<file path="src/rtl/masked_table_loader_pkg.sv">
// Shared definitions for the masked S-box table loader.
package masked_table_loader_pkg;

  localparam int unsigned TBL_DEPTH   = 1024;
  localparam int unsigned TBL_AW      = 10;
  localparam int unsigned TBL_DW      = 8;
  localparam int unsigned BRAM_RD_LAT = 2;
  localparam int unsigned CSUM_W      = 16;

  typedef enum logic [2:0] {
    IDLE,
    LOAD,
    WAIT,
    VERIFY,
    DRAIN,
    CHECK
  } ldr_state_t;

endpackage

</file>
<file path="src/rtl/masked_table_loader_checksum_acc.sv">
// Clearable modular accumulator used for both the write and readback sums.
module table_checksum_acc
  import masked_table_loader_pkg::*;
#(
  parameter int unsigned W  = CSUM_W,
  parameter int unsigned IW = TBL_DW
) (
  input  logic          clk,
  input  logic          rst,
  input  logic          clr,
  input  logic          add_en,
  input  logic [IW-1:0] addend,
  output logic [W-1:0]  sum
);

  // Sum wraps mod 2^W; clear has priority over add.
  always_ff @(posedge clk or negedge rst) begin
    if (!rst) begin
      sum <= '0;
    end else if (clr) begin
      sum <= '0;
    end else if (add_en) begin
      sum <= sum + W'(addend);
    end
  end

endmodule

</file>
<file path="src/rtl/masked_table_loader.sv">
// Streams a table image into BRAM port A, reads it back through port B and
// compares the byte sums of both passes.
module masked_table_loader
  import masked_table_loader_pkg::*;
#(
  parameter int unsigned DEPTH  = TBL_DEPTH,
  parameter int unsigned AW     = TBL_AW,
  parameter int unsigned DW     = TBL_DW,
  parameter int unsigned RD_LAT = BRAM_RD_LAT
) (
  input  logic              clk,
  input  logic              rst,
  input  logic              start,
  input  logic              abort,
  input  logic [DW-1:0]     din,
  input  logic              din_valid,
  output logic              din_ready,
  output logic              bram_en,
  output logic              bram_wea,
  output logic [AW-1:0]     bram_addra,
  output logic [DW-1:0]     bram_dia,
  output logic [AW-1:0]     bram_addrb,
  input  logic [DW-1:0]     bram_dob,
  output logic              busy,
  output logic              done,
  output logic              err,
  output logic [CSUM_W-1:0] checksum
);

  ldr_state_t          state;
  ldr_state_t          nxt;
  logic [AW-1:0]       wr_cnt;
  logic [AW-1:0]       rd_cnt;
  logic [RD_LAT-1:0]   vpipe;
  logic [CSUM_W-1:0]   rd_sum;
  logic                go;
  logic                kill;
  logic                accept;
  logic                issue;
  logic                last_wr;
  logic                last_rd;
  logic                rd_acc_en;

  // Handshake and control strobes; abort masks din_ready so an aborted
  // cycle never consumes a byte.
  always_comb begin
    go        = (state == IDLE) && start && !abort;
    kill      = abort && (state inside {LOAD, WAIT, VERIFY, DRAIN});
    din_ready = (state == LOAD) && !abort;
    accept    = din_valid && din_ready;
    issue     = (state == VERIFY) && !abort;
    last_wr   = (wr_cnt == AW'(DEPTH - 1));
    last_rd   = (rd_cnt == AW'(DEPTH - 1));
    rd_acc_en = vpipe[RD_LAT-1] && (state inside {VERIFY, DRAIN});
    busy      = (state != IDLE);
    bram_addrb = rd_cnt;
  end

  // Next-state selection.
  always_comb begin
    nxt = state;
    case (state)
      IDLE:    if (go) nxt = LOAD;
      LOAD:    if (abort) nxt = IDLE;
               else if (accept && last_wr) nxt = WAIT;
      WAIT:    nxt = abort ? IDLE : VERIFY;
      VERIFY:  if (abort) nxt = IDLE;
               else if (last_rd) nxt = DRAIN;
      DRAIN:   if (abort) nxt = IDLE;
               else if (vpipe == '0) nxt = CHECK;
      CHECK:   nxt = IDLE;
      default: nxt = IDLE;
    endcase
  end

  // State register.
  always_ff @(posedge clk or negedge rst) begin
    if (!rst) begin
      state <= IDLE;
    end else begin
      state <= nxt;
    end
  end

  // Address counters and the read-valid pipe aligned to BRAM output latency.
  always_ff @(posedge clk or negedge rst) begin
    if (!rst) begin
      wr_cnt <= '0;
      rd_cnt <= '0;
      vpipe  <= '0;
    end else begin
      if (go) begin
        wr_cnt <= '0;
      end else if (accept) begin
        wr_cnt <= wr_cnt + AW'(1);
      end
      if (go) begin
        rd_cnt <= '0;
      end else if (issue) begin
        rd_cnt <= rd_cnt + AW'(1);
      end
      if (go || kill) begin
        vpipe <= '0;
      end else begin
        vpipe <= (vpipe << 1) | RD_LAT'(issue);
      end
    end
  end

  // Registered BRAM port drive; enable stays up through DRAIN so the
  // output register keeps clocking until the last read emerges.
  always_ff @(posedge clk or negedge rst) begin
    if (!rst) begin
      bram_en    <= 1'b0;
      bram_wea   <= 1'b0;
      bram_addra <= '0;
      bram_dia   <= '0;
    end else begin
      bram_wea <= accept;
      bram_en  <= accept || (nxt inside {VERIFY, DRAIN});
      if (accept) begin
        bram_addra <= wr_cnt;
        bram_dia   <= din;
      end
    end
  end

  // Sticky status flags.
  always_ff @(posedge clk or negedge rst) begin
    if (!rst) begin
      done <= 1'b0;
      err  <= 1'b0;
    end else if (go) begin
      done <= 1'b0;
      err  <= 1'b0;
    end else if (kill) begin
      done <= 1'b0;
      err  <= 1'b1;
    end else if (state == CHECK) begin
      done <= 1'b1;
      err  <= (rd_sum != checksum);
    end
  end

  table_checksum_acc #(
    .W  (CSUM_W),
    .IW (DW)
  ) u_wr_sum (
    .clk    (clk),
    .rst    (rst),
    .clr    (go),
    .add_en (accept),
    .addend (din),
    .sum    (checksum)
  );

  table_checksum_acc #(
    .W  (CSUM_W),
    .IW (DW)
  ) u_rd_sum (
    .clk    (clk),
    .rst    (rst),
    .clr    (go),
    .add_en (rd_acc_en),
    .addend (bram_dob),
    .sum    (rd_sum)
  );

endmodule

</file>
<file path="config.mk">
export PLATFORM = sky130hd
export DESIGN_NAME = masked_table_loader
export DESIGN_NICKNAME = d
export VERILOG_FILES = /design/src/rtl/masked_table_loader_pkg.sv /design/src/rtl/masked_table_loader_checksum_acc.sv /design/src/rtl/masked_table_loader.sv
export SDC_FILE = /design/constraint.sdc
export NUM_CORES = 1
export LEC_CHECK = 0
export CAP_MARGIN = 20
export CORE_UTILIZATION = 40
export CTS_CLUSTER_DIAMETER = 150
export CTS_CLUSTER_SIZE = 10
export DETAILED_ROUTE_END_ITERATION = 16
export GPL_ROUTABILITY_DRIVEN = 0
export PLACE_DENSITY_LB_ADDON = 0.2
export REMOVE_ABC_BUFFERS = 1
export SYNTH_ARGS = -nofsm -noshare
export SYNTH_HDL_FRONTEND = slang
export SYNTH_HIERARCHICAL = 1
export SYNTH_SLANG_ARGS = --single-unit
export TNS_END_PERCENT = 50
</file>
<file path="constraint.sdc">
create_clock -name clk -period 7.1 [get_ports clk]
set_input_delay 1.065 -clock clk [delete_from_list [all_inputs] [get_ports clk]]
set_output_delay 1.065 -clock clk [all_outputs]
set_load 0.02 [all_outputs]
</file>
==> flow_summary_export.csv, run 1 <==
group,metric,value,unit
timing,rsz0062_at_grt,"false",
detailed_routing,route.final.wire_length,10.8,mm
floorplanning,dieWidth,110,um
setup_path,worstSetupStartpoint,"abort",
setup_path,rr_worst_depth,9,
floorplanning,row_count,39,
timing,setup_viol,0,
clock_network,clkLatencyLatePin,0.34,ns
final_layout,final_common_cell,"dfrtp_1",
outcome,status,"complete, no violations",
floorplanning,coreArea,0.0115,mm^2
timing,min_period,3.81,ns
place,dp_hpwl,7.53,mm
clock_network,cts_sinks,79,
grt,grt_max_degree,80,
timing,finalClockSkew,0.00654,ns
setup_path,slowest_stage,"clkdlybuf4s50_1",
pwr,power_density,228,mW/mm^2
setup_path,endpoint,"din_ready",
final_layout,antennaDiodeCount,0,
synthesis,synth_cell_types,56,
synthesis,synthCells,490,
pwr,ir_drop,0.167,mV
timing,finalCritPeriodShare,53.7,%
synthesis,seq_area_frac_synth,42.0,%
place,post-place-ws,3.30,ns
detailed_routing,drt-initial-drc-count,189,
floorplanning,die_area,0.0122,mm^2
timing,slew_viol_final,0,
grt,grt_pass1_vias,3809,
timing,finalSetupTns,0,ns
synthesis,ys.flop_type,"dfrtp_1",
detailed_routing,wl_per_cell,15.4,um
pwr,p_sw,0.393,mW
setup_path,r2r_start,"state[2]",
synthesis,synth.avg_cell_area,9.61,um^2
place,io_buffers,70,
final_layout,drive_gt1_share,6.98,%
clock_network,htree_levels,3,
timing,worstMarginPinSlew,0.850,ns
setup_path,crit_path_max_fanout,9,
timing,finalHoldViolations,0,
floorplanning,pin_count,71,
clock_network,cts_buffer_depth,2,
setup_path,slowest_delay,0.66,ns
detailed_routing,route.detailed.drc,0,
timing,slew_headroom,43.3,%
final_layout,layout_common_cells,"dfrtp_1, clkdlybuf4s50_1, nand2_1, nor2_1, nand3_1",
clock_network,cts_root_buffer,"clkbuf_16",
clock_network,tritoncts,"done",
clock_network,ctsHoldBuffers,0,
grt,grt_first_pass_wirelength,18.8,mm
synthesis,netlist_area,0.00471,mm^2
clock_network,cts-resized-gates,0,
setup_path,worstSetupStartpointType,"input port",
detailed_routing,ant_nets,0,
setup_path,endpoint_kind,"output pin",
setup_path,worstPathArrival,2.75,ns
synthesis,yosys_warnings,6,
pwr,p_leak,2.57,nW
pwr,switching_share,29.6,%
floorplanning,dieHeight,110,um
synthesis,synth-edff-count,0,
run,drv_cap,0,
final_layout,area_growth,23.9,%
timing,setup_ws,3.29,ns
grt,antenna_found_initial,0,
setup_path,path_common_cell,"clkdlybuf4s50_1",
detailed_routing,drt_first_pass_iters,4,
grt,grt_usage,18.9,%
synthesis,async_reset_ff_share,100,%
final_layout,nets,595,
setup_path,crit_required,6.03,ns
clock_network,clk_pin_slew,0.06,ns
detailed_routing,vias_per_cell,5.45,
setup_path,worstSetupPathType,"input port to output pin",
hold_path,hp-class,"flip-flop to flip-flop",
timing,fmaxAchievable,262,MHz
clock_network,cts_made_buffers,9,
pwr,seqPwrFrac,39.2,%
grt,overflow,0,
setup_path,crit_chain,"clkdlybuf4s50_1 -> nor4b_4 -> clkdlybuf4s50_1",
floorplanning,initial_core_util,41.1,%
pwr,pwr-share-clk,38.1,%
setup_path,timing.rr.end,"u_rd_sum/sum[15]",
pwr,intPower,0.934,mW
setup_path,reg2reg_slack,4.42,ns
clock_network,cts_setup_buffers,0,
synthesis,ys_seq_elements,79,
detailed_routing,via_count,3823,
pwr,pwr-share-comb,22.6,%
-- per-stage QoR --
step	total power [mW]	cell area, um^2	utilization, %	hold WS, ns	cells
floorplan	0.699	4600	-	0.469	471
CTS	1.34	5810	50.6	0.485	701
finish	1.33	5840	50.9	0.479	702
global placement	0.824	5490	47.8	0.463	685
detailed placement	0.828	5490	47.8	0.467	685
global route	1.39	5840	50.9	0.505	702
-- worst min-delay path by stage --
stage | cells after the start | slack (ns) | end | startpoint
6_report | 2 | 0.48 | bram_dia[6] | bram_dia[6]
3_3_place_gp | 2 | 0.46 | bram_dia[7] | bram_dia[7]
2_1_floorplan | 1 | 0.47 | vpipe[1] | vpipe[0]
3_5_place_dp | 2 | 0.47 | bram_dia[0] | bram_dia[0]
5_1_grt | 2 | 0.50 | bram_dia[1] | bram_dia[1]
4_1_cts | 2 | 0.48 | bram_dia[6] | bram_dia[6]
-- worst max-delay path, delay by kind of cell --
| kind | cells | cell delay [ns] |
|---|---|---|
| buffers and inverters | 2 | 1.27 |
| AND/OR/NAND/NOR | 1 | 0.41 |
-- area by class of cell --
| class | instances | area [um^2] |
|---|---|---|
| fill | 1086 | 5630 |
| multi-input combinational | 375 | 2550 |
| sequential | 79 | 1980 |
| timing repair buffer | 72 | 733 |
| clock buffer | 10 | 229 |
| tap | 143 | 179 |
| clock inverter | 6 | 92.6 |
| inverter | 17 | 70.1 |
-- registers in the layout, indices dropped and copies added (netlist names) --
signal        flops
done              1
bram_addrb       10
bram_dia          8
state             3
bram_addra       10
u_wr_sum/sum     16
u_rd_sum/sum     16
err               1
wr_cnt           10
vpipe             2
bram_en           1
bram_wea          1
-- synth_stat cells, types with 10 or more instances --
| cell | n | area, um^2 |
|---|---|---|
| dfrtp_1 | 79 | 1980 |
| nand2_1 | 52 | 195 |
| nor2_1 | 40 | 150 |
| nand3_1 | 26 | 130 |
| a21oi_1 | 25 | 125 |
| xnor2_1 | 20 | 175 |
| o21ai_0 | 19 | 95.1 |
| ha_1 | 18 | 225 |
| inv_1 | 14 | 52.6 |
| o211ai_1 | 14 | 105 |
| xor2_1 | 13 | 114 |
| mux2_1 | 12 | 135 |
| nand4_1 | 12 | 75.1 |
| nor2b_1 | 10 | 62.6 |
-- logic make-up (layout without fill, tap and decap cells) --
family	count (synthesis)	in the layout	share of synthesized area (%)
AO/OA/AOI/OAI	105	105	14.8
XOR/XNOR	33	33	6.14
adder cells (fa/ha/maj)	20	20	5.63
buffers and inverters	36	105	3.75
flip-flops	79	79	42.0
multiplexers	22	22	5.05
AND/OR/NAND/NOR	195	195	22.7
-- layer usage --
layer	track usage (%)	routed length [um]
met5	0	0
met2	30.8	5100
met4	4.18	104
met1	25.0	5200
met3	5.05	428
-- power groups by stage --
stage               registers, mW  clock network (mW)  logic (mW)
finish                      0.521               0.506       0.300
global route                0.526               0.536       0.330
CTS                         0.522               0.520       0.301
detailed placement          0.530                   0       0.298
global placement            0.529                   0       0.294
floorplan                   0.559                   0       0.140
No activity file was read; power rests on OpenSTA's default activity.
==> run 2: changes to the inputs <==
clock period = 3.5 ns   (was 7.1 ns; I/O delays follow)
==> flow_summary_export.csv, run 2 (synthesized netlist as in run 1, its figures left out) <==
group,metric,value,unit
setup_path,crit_family,"buffers and inverters",
run,drv_cap,0,
detailed_routing,drt_first_pass_iters,4,
final_layout,top_regs,"u_rd_sum/sum: 16 flops, u_wr_sum/sum: 16 flops",
clock_network,clkLatencyLatePin,0.34,ns
setup_path,worstSetupPathType,"input port to output pin",
timing,setup_viol,0,
outcome,status,"complete, no violations",
timing,finalSetupTns,0,ns
timing,slew_headroom,45.6,%
place,io_buffers,70,
clock_network,ctsHoldBuffers,0,
clock_network,htree_levels,3,
setup_path,endpoint_kind,"output pin",
grt,grt_usage,18.9,%
setup_path,worstSetupStartpointType,"input port",
detailed_routing,route.final.wire_length,10.9,mm
setup_path,crit_chain,"clkdlybuf4s50_1 -> buf_4 -> nor4b_4 -> clkdlybuf4s50_1",
setup_path,slowest_stage,"clkdlybuf4s50_1",
clock_network,cts_sinks,79,
timing,finalCritPeriodShare,76.9,%
floorplanning,dieHeight,110,um
timing,rsz0062_at_grt,"false",
final_layout,seq_area,0.00198,mm^2
hold_path,hp-class,"input port to asynchronous set/reset pin",
pwr,p_sw,0.779,mW
final_layout,area_growth,23.5,%
timing,finalClockSkew,0.00787,ns
pwr,p_leak,2.57,nW
clock_network,cts_setup_buffers,0,
clock_network,tritoncts,"done",
timing,setup_ws,0.807,ns
detailed_routing,ant_nets,0,
clock_network,cts-resized-gates,0,
timing,finalHoldViolations,0,
floorplanning,pin_count,71,
timing,min_period,2.69,ns
grt,grt_max_degree,80,
grt,antenna_found_initial,0,
pwr,pwr-share-clk,34.4,%
pwr,intPower,1.77,mW
place,dp_hpwl,7.70,mm
final_layout,antennaDiodeCount,0,
pwr,seqPwrFrac,41.4,%
detailed_routing,wl_per_cell,15.5,um
setup_path,slowest_delay,0.67,ns
floorplanning,dieWidth,110,um
final_layout,drive_gt1_share,7.47,%
floorplanning,coreArea,0.0115,mm^2
final_layout,multi_input_area,0.00255,mm^2
final_layout,final_common_cell,"dfrtp_1",
final_layout,layout_common_cells,"dfrtp_1, clkdlybuf4s50_1, nand2_1, nor2_1, nand3_1",
clock_network,cts_root_buffer,"clkbuf_16",
setup_path,crit_path_max_fanout,8,
floorplanning,die_area,0.0122,mm^2
detailed_routing,vias_per_cell,5.53,
clock_network,cts_buffer_depth,2,
pwr,ir_drop,0.275,mV
setup_path,crit_required,2.97,ns
final_layout,fillerInstances,1084,
detailed_routing,drt-initial-drc-count,223,
setup_path,path_common_cell,"clkdlybuf4s50_1",
setup_path,critPathBufInv,3,
grt,grt_pass1_vias,3912,
clock_network,clk_pin_slew,0.06,ns
floorplanning,row_count,39,
setup_path,worstPathArrival,2.17,ns
grt,overflow,0,
timing,worstMarginPinSlew,0.815,ns
grt,grt_first_pass_wirelength,18.7,mm
timing,slew_viol_final,0,
detailed_routing,route.detailed.drc,0,
pwr,pwr-share-comb,24.1,%
floorplanning,initial_core_util,41.1,%
final_layout,nets,598,
detailed_routing,via_count,3900,
timing,fmaxAchievable,371,MHz
place,post-place-ws,0.617,ns
clock_network,cts_made_buffers,9,
pwr,power_density,438,mW/mm^2
pwr,switching_share,30.6,%
## run 2: cell count changes in the layout (fill, tap and decap cells not counted), sizes merged
cell    change
buf         +3
clkinv      +3
bufinv      -2
clkbuf      +1
inv         -2
## run 2: cell type report
cell class	instances	share of cell area (%)
well taps	143	3.08
clock inverters	5	0.581
clock buffers	11	4.18
inverters	17	1.21
multi-input cells	375	44.0
repair buffers	75	13.0
flip-flops and latches	79	34.0
## run 2: metal layers
layer  track usage, %  wire length (um)  vias to the layer above
met5                0                 0                        -
li1                 -                 -                     1891
met3             4.67               454                       19
met4             6.04               166                        0
met1             24.7              5210                     1898
met2             30.6              5070                       92
## run 2: final timing paths
kind	startpoint	to	slack [ns]	depth (start not counted)
min reg2reg	bram_dia[3]	bram_dia[3]	0.48	2
min	rst	bram_addra[5]	0.13	1
max	abort	din_ready	0.81	4
min in group clk	bram_dia[3]	bram_dia[3]	0.48	2
max in group asynchronous	rst	u_rd_sum/sum[6]	2.77	2
max reg2reg	state[2]	u_rd_sum/sum[15]	0.90	9
## run 2: power groups by stage
stage	sequential, mW	combinational [mW]	clock [mW]
after floorplan	1.13	0.285	0
after global placement	1.07	0.603	0
after detailed placement	1.07	0.611	0
after CTS	1.06	0.615	0.905
after global routing	1.07	0.673	0.936
final	1.06	0.614	0.877
## run 2: worst register-to-register path, cell delays in order (launching register included)
cell and delay [ns]:
dfrtp_1 0.61, nand2b_1 0.11, or2_1 0.25, o21ai_0 0.07
and2_1 0.68, o21a_1 0.22, and4_1 0.19, nand3_1 0.09
a21o_1 0.20, a21oi_1 0.10
## run 2: through the flow
step                      total power, mW  cells  util (%)  hold WS, ns  cell area [um^2]
after floorplan                      1.42    471         -        0.229              4600
after global placement               1.68    688      48.0        0.463              5510
after detailed placement             1.68    688      48.0        0.470              5510
after CTS                            2.58    704      50.5        0.412              5790
after global routing                 2.68    705      50.7        0.150              5810
final                                2.55    705      50.7        0.133              5810
